[config.mk]
export PLATFORM = sky130hd
export DESIGN_NAME = reg_file_master
export DESIGN_NICKNAME = d
export VERILOG_FILES = /design/src/rtl/reg_file_master.sv
export SDC_FILE = /design/constraint.sdc
export NUM_CORES = 1
export LEC_CHECK = 0
export CAP_MARGIN = 10
export CORE_MARGIN = 1.5
export CORE_UTILIZATION = 40
export CTS_BUF_LIST = sky130_fd_sc_hd__clkbuf_16
export CTS_CLUSTER_SIZE = 12
export DETAILED_ROUTE_END_ITERATION = 8
export HOLD_SLACK_MARGIN = 0.15
export PLACE_DENSITY = 0.72
export SLEW_MARGIN = 10
export SYNTH_ARGS = -nofsm -noshare
export SYNTH_HDL_FRONTEND = slang
export SYNTH_SLANG_ARGS = --single-unit
[constraint.sdc]
create_clock -name CLK -period 1.95 [get_ports CLK]
set_input_delay 0.39 -clock CLK [delete_from_list [all_inputs] [get_ports CLK]]
set_output_delay 0.39 -clock CLK [all_outputs]
set_load 0.03 [all_outputs]
[src/rtl/reg_file_master.sv]
// reg_file_master: sequences single/burst read and write commands onto the
// register file port and returns one response per read beat or write burst.
module reg_file_master #(
    parameter int ADDR_Width = 4,
    parameter int MEM_WIDTH  = 16,
    parameter int MEM_DEPTH  = 8
) (
    input  logic                  CLK,
    input  logic                  RST,
    input  logic                  Cmd_Valid,
    output logic                  Cmd_Ready,
    input  logic                  Cmd_Op,
    input  logic [ADDR_Width-1:0] Cmd_Addr,
    input  logic [ADDR_Width-1:0] Cmd_Len,
    input  logic                  Wd_Valid,
    output logic                  Wd_Ready,
    input  logic [MEM_WIDTH-1:0]  Wd_Data,
    output logic                  Rsp_Valid,
    input  logic                  Rsp_Ready,
    output logic [MEM_WIDTH-1:0]  Rsp_Data,
    output logic                  Rsp_Last,
    output logic                  Rsp_Err,
    output logic [MEM_WIDTH-1:0]  WrData,
    output logic [ADDR_Width-1:0] Address,
    output logic                  WrEn,
    output logic                  RdEn,
    input  logic [MEM_WIDTH-1:0]  RdData
);
    typedef enum logic [2:0] {IDLE, WR_DATA, WR_COMMIT, WR_RESP, RD_WAIT, RD_CAP, RD_RESP, ERR_RESP} state_e;
    state_e                state_q, state_d;
    logic [ADDR_Width-1:0] cnt_q, cnt_d, cur_q, cur_d, addr_q, addr_d;
    logic [MEM_WIDTH-1:0]  wr_data_q, wr_data_d, rsp_data_q, rsp_data_d;
    logic                  wr_en_q, wr_en_d, rd_en_q, rd_en_d;
    logic                  rsp_valid_q, rsp_valid_d, rsp_last_q, rsp_last_d, rsp_err_q, rsp_err_d;
    logic                  accept, illegal, wd_hs, rsp_hs, last;
    logic [ADDR_Width-1:0] nxt_addr;

    assign Cmd_Ready = (state_q == IDLE);
    assign Wd_Ready  = (state_q == WR_DATA);
    assign accept    = Cmd_Valid && Cmd_Ready;
    assign wd_hs     = Wd_Valid && Wd_Ready;
    assign rsp_hs    = rsp_valid_q && Rsp_Ready;
    assign illegal   = int'(Cmd_Addr) >= MEM_DEPTH || int'(Cmd_Len) >= MEM_DEPTH;
    assign last      = (cnt_q == '0);
    assign nxt_addr  = (int'(cur_q) == MEM_DEPTH - 1) ? '0 : cur_q + 1'b1;

    assign WrEn      = wr_en_q;
    assign RdEn      = rd_en_q;
    assign Address   = addr_q;
    assign WrData    = wr_data_q;
    assign Rsp_Valid = rsp_valid_q;
    assign Rsp_Data  = rsp_data_q;
    assign Rsp_Last  = rsp_last_q;
    assign Rsp_Err   = rsp_err_q;

    always_ff @(posedge CLK or negedge RST) begin
        if (!RST) begin
            state_q     <= IDLE;
            cnt_q       <= '0;
            cur_q       <= '0;
            addr_q      <= '0;
            wr_data_q   <= '0;
            rsp_data_q  <= '0;
            wr_en_q     <= 1'b0;
            rd_en_q     <= 1'b0;
            rsp_valid_q <= 1'b0;
            rsp_last_q  <= 1'b0;
            rsp_err_q   <= 1'b0;
        end else begin
            state_q     <= state_d;
            cnt_q       <= cnt_d;
            cur_q       <= cur_d;
            addr_q      <= addr_d;
            wr_data_q   <= wr_data_d;
            rsp_data_q  <= rsp_data_d;
            wr_en_q     <= wr_en_d;
            rd_en_q     <= rd_en_d;
            rsp_valid_q <= rsp_valid_d;
            rsp_last_q  <= rsp_last_d;
            rsp_err_q   <= rsp_err_d;
        end
    end

    always_comb begin
        state_d = state_q;
        case (state_q)
            IDLE:              if (accept) state_d = illegal ? ERR_RESP : (Cmd_Op ? RD_WAIT : WR_DATA);
            WR_DATA:           if (wd_hs) state_d = WR_COMMIT;
            WR_COMMIT:         state_d = last ? WR_RESP : WR_DATA;
            RD_WAIT:           state_d = RD_CAP;
            RD_CAP:            state_d = RD_RESP;
            RD_RESP:           if (rsp_hs) state_d = last ? IDLE : RD_WAIT;
            WR_RESP, ERR_RESP: if (rsp_hs) state_d = IDLE;
            default:           state_d = IDLE;
        endcase
    end

    // Enables default low so every WrEn/RdEn is a single-cycle pulse.
    always_comb begin
        cnt_d       = cnt_q;
        cur_d       = cur_q;
        addr_d      = addr_q;
        wr_data_d   = wr_data_q;
        rsp_data_d  = rsp_data_q;
        wr_en_d     = 1'b0;
        rd_en_d     = 1'b0;
        rsp_valid_d = rsp_valid_q;
        rsp_last_d  = rsp_last_q;
        rsp_err_d   = rsp_err_q;
        case (state_q)
            IDLE: if (accept) begin
                cnt_d = Cmd_Len;
                cur_d = Cmd_Addr;
                if (illegal) begin
                    rsp_valid_d = 1'b1;
                    rsp_err_d   = 1'b1;
                    rsp_last_d  = 1'b1;
                    rsp_data_d  = '0;
                end else if (Cmd_Op) begin
                    rd_en_d = 1'b1;
                    addr_d  = Cmd_Addr;
                end
            end
            WR_DATA: if (wd_hs) begin
                wr_en_d   = 1'b1;
                wr_data_d = Wd_Data;
                addr_d    = cur_q;
            end
            WR_COMMIT: if (last) begin
                rsp_valid_d = 1'b1;
                rsp_last_d  = 1'b1;
                rsp_err_d   = 1'b0;
                rsp_data_d  = '0;
            end else begin
                cnt_d = cnt_q - 1'b1;
                cur_d = nxt_addr;
            end
            RD_CAP: begin
                rsp_data_d  = RdData;
                rsp_valid_d = 1'b1;
                rsp_last_d  = last;
                rsp_err_d   = 1'b0;
            end
            RD_RESP: if (rsp_hs) begin
                rsp_valid_d = 1'b0;
                if (!last) begin
                    rd_en_d = 1'b1;
                    addr_d  = nxt_addr;
                    cur_d   = nxt_addr;
                    cnt_d   = cnt_q - 1'b1;
                end
            end
            WR_RESP, ERR_RESP: if (rsp_hs) begin
                rsp_valid_d = 1'b0;
                rsp_last_d  = 1'b0;
                rsp_err_d   = 1'b0;
            end
            default: ;
        endcase
    end
endmodule

Yosys cells after proc, flatten, opt, wreduce, memory -nomap -nowiden
Cells that the tools add are included.
- output and inout bits: 43
- input bits: 46
- bits in registers: 52
- logic and storage cells: 98
- multiplexer cells: 45
- $lt $le $gt $ge: 2
- add/subtract/negate cells: 2
- reduce and logical (&&, ||, !) cells: 20
- eq/ne operators: 18
- operators with widths (cell ; count):
    $mux W4 ; 13
    $mux W16 ; 3
    $pmux W16 S3 ; 1
    $pmux W4 S3 ; 3
    $mux W3 ; 7
    $pmux W3 S7 ; 1
    $eq A3 B3 Y1 const B ; 4
    $mux W1 ; 12
    $pmux W1 S4 ; 3
    $ne A2 B1 Y1 const B ; 5
    $ne A2 B2 Y1 const B ; 5
    $reduce_and A5 Y1 ; 2
    $reduce_bool A3 Y1 ; 3
    $ge A4 B4 Y1 const B ; 2
    $reduce_and A4 Y1 ; 2
    $reduce_bool A4 Y1 ; 2
    $reduce_and A7 Y1 ; 1
    $eq A3 B2 Y1 const B ; 2
    $add A4 B1 Y4 const B ; 1
    $eq A4 B4 Y1 const B ; 1
    $logic_not A4 Y1 ; 1
    $sub A4 B1 Y4 const B ; 1
    $eq A3 B1 Y1 const B ; 1
    $logic_and A1 B1 Y1 ; 3
    other kinds (8) ; 8

Logic depth before layout (Yosys ltp)
- depth after elaboration: 5
- mapped depth: 8
- gate-level depth less buffers: 6

Worst setup path after synthesis
OpenSTA, ideal clock, no wires.
- path kind: register to register
- from: register state_q[1]
- to: register rsp_data_q[10], in the netlist Rsp_Data[10]
- arrival: 1.769 ns
- setup slack: 0.115 ns
- clock period less this slack: 1.835 ns
- setup time: 0.066 ns
- cell stages (with the launch flop): 7
- data required time: 1.884 ns
- buffers on the path: 2
- path through: dfrtp_1 buf_4 nor3_2 nand2_1 o21ai_2 buf_2 a22o_1
- longest elaborated chain between the ends: 4
- elaborated cells between the ends (all ways): 10
- classes of those cells: eq/ne (5); mux (1); reduce/logical (4)
- RTL lines (element ; line ; RTL):
    start: declaration ; 30 ; state_e state_q, state_d;
    start signal: assignment ; 70 ; state_q <= state_d;
    $logic_not A3 Y1 * ; 38 ; assign Cmd_Ready = (state_q == IDLE);
    via Cmd_Ready ; 11 ; output logic Cmd_Ready,
    $logic_and A1 B1 Y1 ; 40 ; assign accept = Cmd_Valid && Cmd_Ready;
    $ne A2 B1 Y1 (no line) ; - ;
    $reduce_and A4 Y1 (no line) ; - ;
    end signal: assignment ; 75 ; rsp_data_q <= rsp_data_d;
    end: declaration ; 32 ; logic [MEM_WIDTH-1:0] wr_data_q, wr_data_d, rsp_data_q, rsp_data_d;
Mark *: on every way through the listed nets, which the timed path passes. The rest lies on a longest branch.
A chain may end at the register's enable or synchronous reset.

Worst setup path after layout
- from: register state_q[1]
- to: output port Cmd_Ready
- longest elaborated chain between the ends: 1
- RTL lines (element ; line):
    $logic_not A3 Y1 ; 38
    end: declaration ; 11
Every way passes these cells.

==> metrics.txt <==
# TYPE chip_impl_metric gauge
chip_impl_info{name="outcome",value="finished clean"} 1
chip_impl_info{name="synth_top_area_cell",value="dfrtp_1"} 1
chip_impl_metric{name="cts.path.max_buffers",unit=""} 2
chip_impl_metric{name="number_of_buffers_added_by_the_clock_tree_synthesis_step",unit=""} 5
chip_impl_metric{name="wire_per_inst",unit="um"} 15.9
chip_impl_metric{name="worst_reg2reg_setup_slack",unit="ns"} 0.11
chip_impl_metric{name="fin_total_pwr",unit="mW"} 7.08
chip_impl_info{name="cp_slowest_cell",value="dfrtp_1"} 1
chip_impl_metric{name="post_synth_instance_area",unit="um2"} 2620
chip_impl_info{name="cp-endpoint",value="Cmd_Ready"} 1
chip_impl_metric{name="die_w",unit="um"} 84.0
chip_impl_metric{name="worst_setup_hold_path_clk_slew",unit="ns"} 0.07
chip_impl_metric{name="slew_viol_final",unit=""} 0
chip_impl_metric{name="global_route.overflow_total",unit=""} 0
chip_impl_info{name="worst_setup_path_startpoint",value="state_q[1]$_DFFE_PN0P_"} 1
chip_impl_metric{name="mappedNetlistNets",unit=""} 278
chip_impl_info{name="timing.critical_path.from_type",value="register"} 1
chip_impl_info{name="cpLargestDelayFamily",value="flip-flops"} 1
chip_impl_metric{name="path_depth",unit=""} 3
chip_impl_metric{name="post_synth_edffs",unit=""} 0
chip_impl_metric{name="leakagePower",unit="nW"} 1.65
chip_impl_metric{name="drtPass1Iterations",unit=""} 4
chip_impl_info{name="synth_top_cells_by_area",value="dfrtp_1 50%, mux2_2 8.6%, a22o_1 5.3%"} 1
chip_impl_metric{name="avgSynthCellArea",unit="um2"} 11.4
chip_impl_info{name="clock_tree_from_tritoncts",value="done"} 1
chip_impl_metric{name="final_hold_viol_count",unit=""} 0
chip_impl_metric{name="grt_pass1_wl",unit="um"} 10900
chip_impl_metric{name="hold-worst-slack",unit="ns"} 0.498
chip_impl_metric{name="via_density_per_instance",unit=""} 5.40
chip_impl_metric{name="critical_path.max_stage_delay",unit="ns"} 0.45
chip_impl_metric{name="design.final.nets",unit=""} 383
chip_impl_info{name="clock_tree.root_cell",value="clkbuf_16"} 1
chip_impl_metric{name="io_buffer_count",unit=""} 88
chip_impl_metric{name="routed_wirelength",unit="um"} 6580
chip_impl_metric{name="post_route_cells_drive_above_1_share",unit="%"} 20.2
chip_impl_metric{name="drtIter0Drc",unit=""} 130
chip_impl_metric{name="synthDominantCellAreaShare",unit="%"} 49.6
chip_impl_metric{name="cp_data_required_time",unit="ns"} 1.56
chip_impl_metric{name="power_density",unit="nW/um2"} 1800
chip_impl_metric{name="maxCapViolations",unit=""} 0
chip_impl_info{name="worst-setup-path-type",value="register to output port"} 1
chip_impl_info{name="unrepaired_setup_endpoints_after_global_routing",value="no"} 1
chip_impl_metric{name="clock_latency",unit="ns"} 0.29
chip_impl_metric{name="dp_slack",unit="ns"} -0.0840
chip_impl_metric{name="synth.yosys.seq_area_share",unit="%"} 49.6
chip_impl_metric{name="max_fclk",unit="GHz"} 0.538
chip_impl_metric{name="syn2layout_area_growth",unit="%"} 49.6
chip_impl_info{name="worst_path_most_repeated_cell",value="buf_4"} 1
chip_impl_metric{name="floorplan.core_area",unit="um2"} 6350
chip_impl_metric{name="grt_antenna_before_repair",unit=""} 0
chip_impl_metric{name="initial_core_util",unit="%"} 41.3
chip_impl_metric{name="drc",unit=""} 0
chip_impl_metric{name="core.rowCount",unit=""} 29
chip_impl_metric{name="critical_path_peak_fanout",unit=""} 8
chip_impl_metric{name="globalRouteMet1Util",unit="%"} 26.4
chip_impl_metric{name="synth.distinct_cells",unit=""} 55
chip_impl_metric{name="clock_sinks",unit=""} 52
chip_impl_info{name="mostFrequentLayoutCells",value="85 x clkdlybuf4s50_1, 52 x dfrtp_1, 25 x buf_4"} 1
chip_impl_info{name="worst_hold_path_type",value="register to register"} 1
chip_impl_metric{name="critPathArrivalTime",unit="ns"} 1.47
chip_impl_metric{name="gp_congestion",unit=""} 0.833
chip_impl_info{name="global_route.peak_usage_layer",value="met2"} 1
chip_impl_metric{name="chipHeight",unit="um"} 84.0
chip_impl_info{name="final_common_cell",value="clkdlybuf4s50_1"} 1
chip_impl_metric{name="via_count",unit=""} 2230
chip_impl_metric{name="timing.final.setup_violations",unit=""} 0
chip_impl_info{name="timing.critical_path.to_type",value="output port"} 1
chip_impl_metric{name="dieArea",unit="um2"} 7050
chip_impl_info{name="regToRegStartpoint",value="cnt_q[0]$_DFFE_PN0P_"} 1
chip_impl_metric{name="sum_of_net_half_perimeters_after_detailed_placement",unit="um"} 4820
chip_impl_metric{name="vdd_drop_max",unit="uV"} 1010
chip_impl_metric{name="finalSetupTns",unit="ns"} 0
chip_impl_info{name="yosys_most_used_dff",value="dfrtp_1"} 1
chip_impl_metric{name="grt_util_met3",unit="%"} 2.57
chip_impl_metric{name="netlist_instances",unit=""} 230
chip_impl_info{name="crit_path_cell_trace",value="buf_4 -> nor3_4 -> buf_4"} 1
chip_impl_metric{name="timing.final.crit_share",unit="%"} 95.4
chip_impl_metric{name="track_usage",unit="%"} 19.0
chip_impl_metric{name="ctsHtreeMaxLevel",unit=""} 2
chip_impl_metric{name="top_level_ports",unit=""} 89
chip_impl_metric{name="pin_count_of_the_biggest_net_entering_global_routing",unit=""} 53
chip_impl_metric{name="gr-usage-met2",unit="%"} 32.0
chip_impl_metric{name="r2r_cells",unit=""} 6
chip_impl_metric{name="synth_warnings",unit=""} 0
chip_impl_metric{name="route.antenna.remaining_nets",unit=""} 0
chip_impl_metric{name="synth-seq-cells",unit=""} 52
chip_impl_metric{name="timing.max_slew.rel_slack",unit="%"} 70.0
chip_impl_info{name="r2r_end",value="Rsp_Valid$_DFFE_PN0P_"} 1
chip_impl_metric{name="worstMarginPinSlew",unit="ns"} 0.449
chip_impl_metric{name="cp.buffers_inverters",unit=""} 2
chip_impl_metric{name="min_period",unit="ns"} 1.86
chip_impl_metric{name="synth_async_sr_flop_share",unit="%"} 100
chip_impl_metric{name="vias_in_the_first_global_route",unit=""} 2192
chip_impl_metric{name="antenna-diode-count",unit=""} 0
chip_impl_metric{name="worst_clock_skew_on_the_final_layout",unit="ns"} 0.00606
chip_impl_metric{name="setup_ws",unit="ns"} 0.0904
==> logic make-up (layout without fill, tap and decap cells) <==
logic type | after synthesis | in the layout | share of synthesized area, %
fa+ha+maj | 2 | 2 | 0.955
buf+inv | 20 | 126 | 4.44
mux | 25 | 25 | 10.6
simple gates | 55 | 55 | 11.6
compound gates | 75 | 75 | 22.3
flops | 52 | 52 | 49.6
xor+xnor | 1 | 1 | 0.334
==> how the worst min path moves through the flow <==
stage | cells after the start | startpoint | end
finish | 1 | Rsp_Data[12]$_DFFE_PN0P_ | Rsp_Data[12]$_DFFE_PN0P_
global route | 1 | Address[0]$_DFFE_PN0P_ | Address[0]$_DFFE_PN0P_
CTS | 1 | Rsp_Data[12]$_DFFE_PN0P_ | Rsp_Data[12]$_DFFE_PN0P_
detailed placement | 2 | RST | cur_q[0]$_DFFE_PN0P_
global placement | 2 | RST | cur_q[0]$_DFFE_PN0P_
floorplan | 0 | RST | Address[0]$_DFFE_PN0P_
==> per-stage QoR <==
step           instances  instance area [um2]  utilization, %
6_report             413                 3920            61.8
5_1_grt              413                 3920            61.8
4_1_cts              413                 3890            61.3
3_5_place_dp         404                 3720            58.5
3_3_place_gp         404                 3720            58.5
2_1_floorplan        230                 2620               -
==> cell type report <==
type / count / area [um2]
Fill cell: 492 / 2430
Sequential cell: 52 / 1300
Multi-Input combinational cell: 158 / 1230
Timing Repair Buffer: 115 / 1110
Clock buffer: 5 / 125
Tap cell: 77 / 96.3
Clock inverter: 3 / 42.5
Inverter: 3 / 11.3
==> worst register-to-register path, stage by stage, from the launching register on <==
cell	delay (ns)
dfrtp_1	0.38
inv_1	0.09
ha_1	0.20
or3b_4	0.42
a32oi_2	0.26
nand2_1	0.08
a221o_1	0.29
==> repair_timing <==
| action | in CTS | in global routing |
|---|---|---|
| endpoints found under the setup margin | 0 | 29 |
| resized for setup | 0 | 5 |
| hold buffers | 1 | 0 |
| hold endpoints to repair | 52 | 0 |
| buffers inserted | 0 | 0 |
==> power breakdown <==
part | total, mW | switching, mW | internal, mW
clock | 0.993 | 0.387 | 0.606
sequential | 1.93 | 0.344 | 1.59
combinational | 4.15 | 2.21 | 1.95
==> cell usage after synthesis, types with 4 or more instances <==
| cell type | instances |
|---|---|
| nor3b_1 | 5 |
| dfrtp_1 | 52 |
| a21oi_1 | 11 |
| buf_2 | 6 |
| nor3_1 | 5 |
| nor2b_1 | 4 |
| buf_4 | 5 |
| o2bb2ai_1 | 5 |
| clkbuf_1 | 4 |
| nand2_1 | 12 |
| o21ai_0 | 7 |
| mux2_2 | 20 |
| nor2_1 | 11 |
| a22o_1 | 16 |
==> sequential cells by signal (all words and copies together) (netlist names) <==
name	flops
WrEn	1
cnt_q	4
RdEn	1
WrData	16
state_q	3
Address	4
Rsp_Valid	1
Rsp_Data	16
Rsp_Last	1
Rsp_Err	1
cur_q	4
==> per-layer routing <==
metal | part of all wire (%) | vias to the layer above
met4 | 0.33 | 0
met2 | 51 | 63
li1 | - | 1085
met5 | 0 | -
met3 | 4.2 | 3
met1 | 45 | 1079
Power figures use the tool's default switching activity.
